`config.mk`:
```
export PLATFORM = sky130hd
export DESIGN_NAME = mem_arbiter
export DESIGN_NICKNAME = d
export VERILOG_FILES = /design/src/rtl/mem_arbiter_pkg.sv /design/src/rtl/mem_arbiter_rr.sv /design/src/rtl/mem_arbiter.sv
export SDC_FILE = /design/constraint.sdc
export NUM_CORES = 1
export LEC_CHECK = 0
export BUFFER_PORTS_ARGS = -buffer_cell sky130_fd_sc_hd__buf_4
export CORE_ASPECT_RATIO = 0.8
export CORE_UTILIZATION = 40
export CTS_CLUSTER_DIAMETER = 30
export DETAILED_ROUTE_END_ITERATION = 6
export HOLD_SLACK_MARGIN = 0.06
export MAX_ROUTING_LAYER = met4
export PLACE_DENSITY = 0.8
export REMOVE_ABC_BUFFERS = 1
export SLEW_MARGIN = 30
export SYNTH_ARGS = -nofsm -noshare
export SYNTH_HDL_FRONTEND = slang
export SYNTH_SLANG_ARGS = --single-unit
export TNS_END_PERCENT = 20
```
`constraint.sdc`:
```
create_clock -name clk -period 2.5 [get_ports clk]
set_clock_uncertainty 0.1 [all_clocks]
set_input_delay 0.25 -clock clk [delete_from_list [all_inputs] [get_ports clk]]
set_output_delay 0.25 -clock clk [all_outputs]
set_load 0.005 [all_outputs]
```
`src/rtl/mem_arbiter_pkg.sv`:
```
// Shared encodings for the memory arbiter: FSM states, access size codes
// and requester identifiers.
package mem_pkg;

    typedef enum logic [1:0] {
        IDLE    = 2'd0,
        BUSY_IF = 2'd1,
        BUSY_LS = 2'd2,
        DRAIN   = 2'd3
    } arb_state_t;

    localparam logic [2:0] MEM_BYTE = 3'b000;
    localparam logic [2:0] MEM_HALF = 3'b001;
    localparam logic [2:0] MEM_WORD = 3'b010;

    localparam logic REQ_IF = 1'b0;
    localparam logic REQ_LS = 1'b1;

endpackage

```
`src/rtl/mem_arbiter_rr.sv`:
```
// Two-way round-robin grant: on a tie the requester that did not win
// last time is chosen; a lone requester always wins.
module rr_arbiter2
    import mem_pkg::*;
(
    input  logic req_if,
    input  logic req_ls,
    input  logic last_grant,
    output logic grant_valid,
    output logic grant,
    output logic grant_tie
);

    always_comb begin
        grant_valid = req_if | req_ls;
        grant_tie   = req_if & req_ls;
        if (grant_tie) begin
            grant = (last_grant == REQ_IF) ? REQ_LS : REQ_IF;
        end else begin
            grant = req_ls ? REQ_LS : REQ_IF;
        end
    end

endmodule

```
`src/rtl/mem_arbiter.sv`:
```
// Shares the byte-serial memory controller between instruction fetch and the
// load/store buffer; one transaction in flight, results returned as pulses.
//
// state   | meaning
// --------+-------------------------------------------------------------
// IDLE    | no transaction; arbitrate and launch the next request
// BUSY_IF | fetch in flight, result goes to IF on mc_ready
// BUSY_LS | load/store in flight, result goes to LS on mc_ready
// DRAIN   | flushed fetch/load still owned by controller; wait, no pulse
module mem_arbiter
    import mem_pkg::*;
#(
    parameter int ADDR_WIDTH = 32,
    parameter int DATA_WIDTH = 32
) (
    input  logic                  clk,
    input  logic                  rst,
    input  logic                  rdy,
    input  logic                  clear,

    input  logic                  if_valid,
    input  logic [ADDR_WIDTH-1:0] if_addr,
    output logic                  if_ready,
    output logic [DATA_WIDTH-1:0] if_data,

    input  logic                  ls_valid,
    input  logic                  ls_wr,
    input  logic [ADDR_WIDTH-1:0] ls_addr,
    input  logic [2:0]            ls_type,
    input  logic [DATA_WIDTH-1:0] ls_data,
    output logic                  ls_ready,
    output logic [DATA_WIDTH-1:0] ls_result,

    output logic                  mc_valid,
    output logic                  mc_wr,
    output logic [ADDR_WIDTH-1:0] mc_addr,
    output logic [2:0]            mc_type,
    output logic [DATA_WIDTH-1:0] mc_data,
    input  logic                  mc_ready,
    input  logic [DATA_WIDTH-1:0] mc_result
);

    arb_state_t state;
    logic       last_grant;
    logic       req_if;
    logic       req_ls;
    logic       grant_valid;
    logic       grant;
    logic       grant_tie;

    // A flush blocks new fetches and loads for that cycle; stores are never speculative.
    assign req_if = if_valid & ~clear;
    assign req_ls = ls_valid & (ls_wr | ~clear);

    rr_arbiter2 u_rr (
        .req_if      (req_if),
        .req_ls      (req_ls),
        .last_grant  (last_grant),
        .grant_valid (grant_valid),
        .grant       (grant),
        .grant_tie   (grant_tie)
    );

    always_ff @(posedge clk) begin
        if (!rst) begin
            state      <= IDLE;
            last_grant <= REQ_LS;
            mc_valid   <= 1'b0;
            mc_wr      <= 1'b0;
            mc_addr    <= '0;
            mc_type    <= '0;
            mc_data    <= '0;
            if_ready   <= 1'b0;
            ls_ready   <= 1'b0;
            if_data    <= '0;
            ls_result  <= '0;
        end else if (rdy) begin
            if_ready <= 1'b0;
            ls_ready <= 1'b0;
            case (state)
                IDLE: begin
                    if (grant_valid) begin
                        mc_valid <= 1'b1;
                        if (grant_tie) begin
                            last_grant <= grant;
                        end
                        if (grant == REQ_IF) begin
                            mc_wr   <= 1'b0;
                            mc_addr <= if_addr;
                            mc_type <= MEM_WORD;
                            mc_data <= '0;
                            state   <= BUSY_IF;
                        end else begin
                            mc_wr   <= ls_wr;
                            mc_addr <= ls_addr;
                            mc_type <= ls_type;
                            mc_data <= ls_data;
                            state   <= BUSY_LS;
                        end
                    end
                end
                BUSY_IF: begin
                    if (mc_ready) begin
                        mc_valid <= 1'b0;
                        state    <= IDLE;
                        if (!clear) begin
                            if_data  <= mc_result;
                            if_ready <= 1'b1;
                        end
                    end else if (clear) begin
                        state <= DRAIN;
                    end
                end
                BUSY_LS: begin
                    if (mc_ready) begin
                        mc_valid <= 1'b0;
                        state    <= IDLE;
                        if (mc_wr) begin
                            ls_result <= '0;
                            ls_ready  <= 1'b1;
                        end else if (!clear) begin
                            ls_result <= mc_result;
                            ls_ready  <= 1'b1;
                        end
                    end else if (clear && !mc_wr) begin
                        state <= DRAIN;
                    end
                end
                DRAIN: begin
                    // The controller cannot be aborted, so keep requesting until it finishes.
                    if (mc_ready) begin
                        mc_valid <= 1'b0;
                        state    <= IDLE;
                    end
                end
                default: state <= IDLE;
            endcase
        end
    end

endmodule

```
==> impl_metrics.json <==
{
  "status": "complete, no violations",
  "areaGrowthSynthToFinish_pct": 77.3,
  "dr.pass1.iters": 5,
  "dp_hpwl_um": 11200,
  "regToRegSetupSlack_ns": 0.09,
  "grt_use_total_pct": 29.5,
  "dpl_cell_area_mm2": 0.00753,
  "die_area_mm2": 0.0139,
  "async_reset_ff_share_pct": 0,
  "path_cells": "dlygate4sd3_1, buf_4, nand2b_2, o2111a_2, buf_12, o21ai_0, a21oi_1, dlygate4sd3_1",
  "cp.arrival_ns": 2.64,
  "syn_inst": 668,
  "ys.flop_type": "dfxtp_1",
  "maxCapViolCount": 0,
  "layout_common_cells": "buf_4 (286), a21oi_1 (168), nand2_1 (167)",
  "fin_crit_sh_pct": 97.9,
  "wl_um": 21100,
  "power_density_mw_per_mm2": 605,
  "ir_drop_v": 0.000457,
  "fmax_ghz": 0.409,
  "endpoint": "mc_addr[19]",
  "crit_path_end_kind": "flop",
  "clk_latency_ns": 0.40,
  "gr-total-overflow": 0,
  "worst_slew_pin_slew_ns": 0.589,
  "root_buffer": "clkbuf_16",
  "slowest_delay_ns": 0.58,
  "slew_headroom_pct": 60.7,
  "row_count": 37,
  "start_util_pct": 41.4,
  "cp_data_required_time_ns": 2.69,
  "fin_area_mm2": 0.00951,
  "finalNetCount": 1197,
  "timing.hold.ws_ns": 0.102,
  "grt_pass1_vias": 6533,
  "drv_slew": 0,
  "htree_levels": 4,
  "wl_per_cell_um": 17.0,
  "port_buffers": 273,
  "cp.depth": 8,
  "pre_cts_ws_ns": 0.560,
  "via_per_inst": 5.25,
  "yosys_warnings": 0,
  "antenna_found_initial": 1,
  "numCtsBuffers": 17,
  "r2r_cells": 7,
  "synthDistinctLibCells": 33,
  "num_vias": 6524,
  "die_h_um": 106,
  "route.detailed.drc": 0,
  "core_mm2": 0.0130,
  "final_util_pct": 73.4,
  "worstReg2RegStart": "state[0]",
  "power.total_mw": 5.76,
  "synth_edf_count": 0,
  "crit_slowest_cell": "dlygate4sd3_1",
  "worst_path_most_repeated_cell": "dlygate4sd3_1",
  "p_leak_nw": 4.11,
  "drtIter0Drc": 476,
  "grt_pass1_wl_um": 31900,
  "cp-startpoint": "ls_wr",
  "start_kind": "input port",
  "synth_area_mm2": 0.00537,
  "ys_ff_latch": 138,
  "cts_num_sinks": 138,
  "r2r_end": "mc_addr[19]",
  "die_width_um": 131,
  "criticalPathCategory": "in2reg",
  "layout_commonest_cell": "buf_4",
  "synth_area_per_cell_um2": 8.03,
  "hold_class": "in2reg",
  "finalSetupViolations": 0,
  "crit_buf_inv": 4,
  "clk_pin_slew_ns": 0.06,
  "clockBufferDepth": 2,
  "seq_area_frac_synth_pct": 51.5,
  "gp_congestion": 0.818,
  "finalHoldViolations": 0,
  "grt_start_max_net_pins": 60,
  "critPathTopFamily": "buffers and inverters",
  "ios": 274,
  "cts_tree": "yes",
  "setup_ws_ns": 0.0528,
  "final_antenna_net_count": 0,
  "period_needed_ns": 2.45,
  "path_max_fanout": 30,
  "drive_gt1_share_pct": 31.2
}
worst reg2reg max path, stage by stage, from the launching register on:
cell and delay (ns):
dfxtp_1 0.34, inv_1 0.13, ha_2 0.30, o2111a_2 0.32
buf_12 0.21, o21ai_0 0.18, a21oi_1 0.22, dlygate4sd3_1 0.57
cell type report:
class	count	area, µm²
timing repair buffer	422	3560
fill	935	3450
sequential	138	2760
multi-input combinational	469	2370
clock buffer	18	429
tap	175	219
clock inverter	14	149
inverter	5	20.0
antenna	1	2.50
cells in the mapped netlist, types with 2 or more instances:
master	number	share of area [%]
buf_4	5	0.70
nand3b_1	34	4.8
nor2_1	3	0.21
buf_2	23	2.1
ha_1	5	1.2
clkbuf_1	28	2.0
nand3_1	36	3.4
inv_1	4	0.28
o21ai_1	3	0.28
nand2_1	167	12
nor3_1	2	0.19
dfxtp_1	138	51
a311oi_1	2	0.33
nand2b_1	4	0.47
a21oi_1	168	16
o21ai_0	29	2.7
state kept, by name, summed over array words and instances (netlist names), 2 cells and up:
register / cells
if_data: 32
state: 2
ls_result: 32
mc_data: 32
mc_addr: 32
mc_type: 3
report_power, final:
group          internal (mW)  switching (mW)
logic                  0.529           0.436
clock network           1.47           0.982
registers               2.29          0.0523
cells by family (layout without fill, tap and decap cells):
group | Yosys count | after routing | synth area share (%)
AND/OR/NAND/NOR | 254 | 254 | 21.8
adder cells (fa/ha/maj) | 5 | 5 | 1.17
buffers and inverters | 62 | 459 | 5.22
flip-flops | 138 | 138 | 51.5
AO/OA/AOI/OAI | 208 | 209 | 20.1
other | 0 | 1 | 0
XOR/XNOR | 1 | 1 | 0.163
stage by stage:
| stage | instances | setup TNS, ns |
|---|---|---|
| floorplan | 611 | 0 |
| global placement | 1070 | 0 |
| detailed placement | 1070 | 0 |
| CTS | 1233 | 0 |
| global route | 1242 | -0.0293 |
| finish | 1242 | 0 |
layer usage:
| layer | part of all wire (%) | up-vias | global-route usage, % |
|---|---|---|---|
| li1 | - | 3048 | - |
| met1 | 39 | 3033 | 32.8 |
| met2 | 50 | 356 | 49.6 |
| met3 | 6.5 | 87 | 5.96 |
| met4 | 4.9 | 0 | 16.9 |
| met5 | 0 | - | - |
what timing repair did:
action / CTS / global route
setup endpoints to repair: 0 / 27
hold buffers: 131 / 0
gates resized for setup: 0 / 3
endpoints found under the hold margin: 132 / 0
setup buffers: 0 / 6
worst min-delay path by stage:
stage / startpoint / endpoint / cells after the start
floorplan: rst / last_grant / 1
global placement: ls_result[7] / ls_result[7] / 2
detailed placement: mc_type[2] / mc_type[2] / 2
CTS: ls_addr[4] / mc_addr[4] / 3
global route: ls_addr[4] / mc_addr[4] / 3
finish: ls_addr[4] / mc_addr[4] / 3
(Power assumes the default switching activity.)
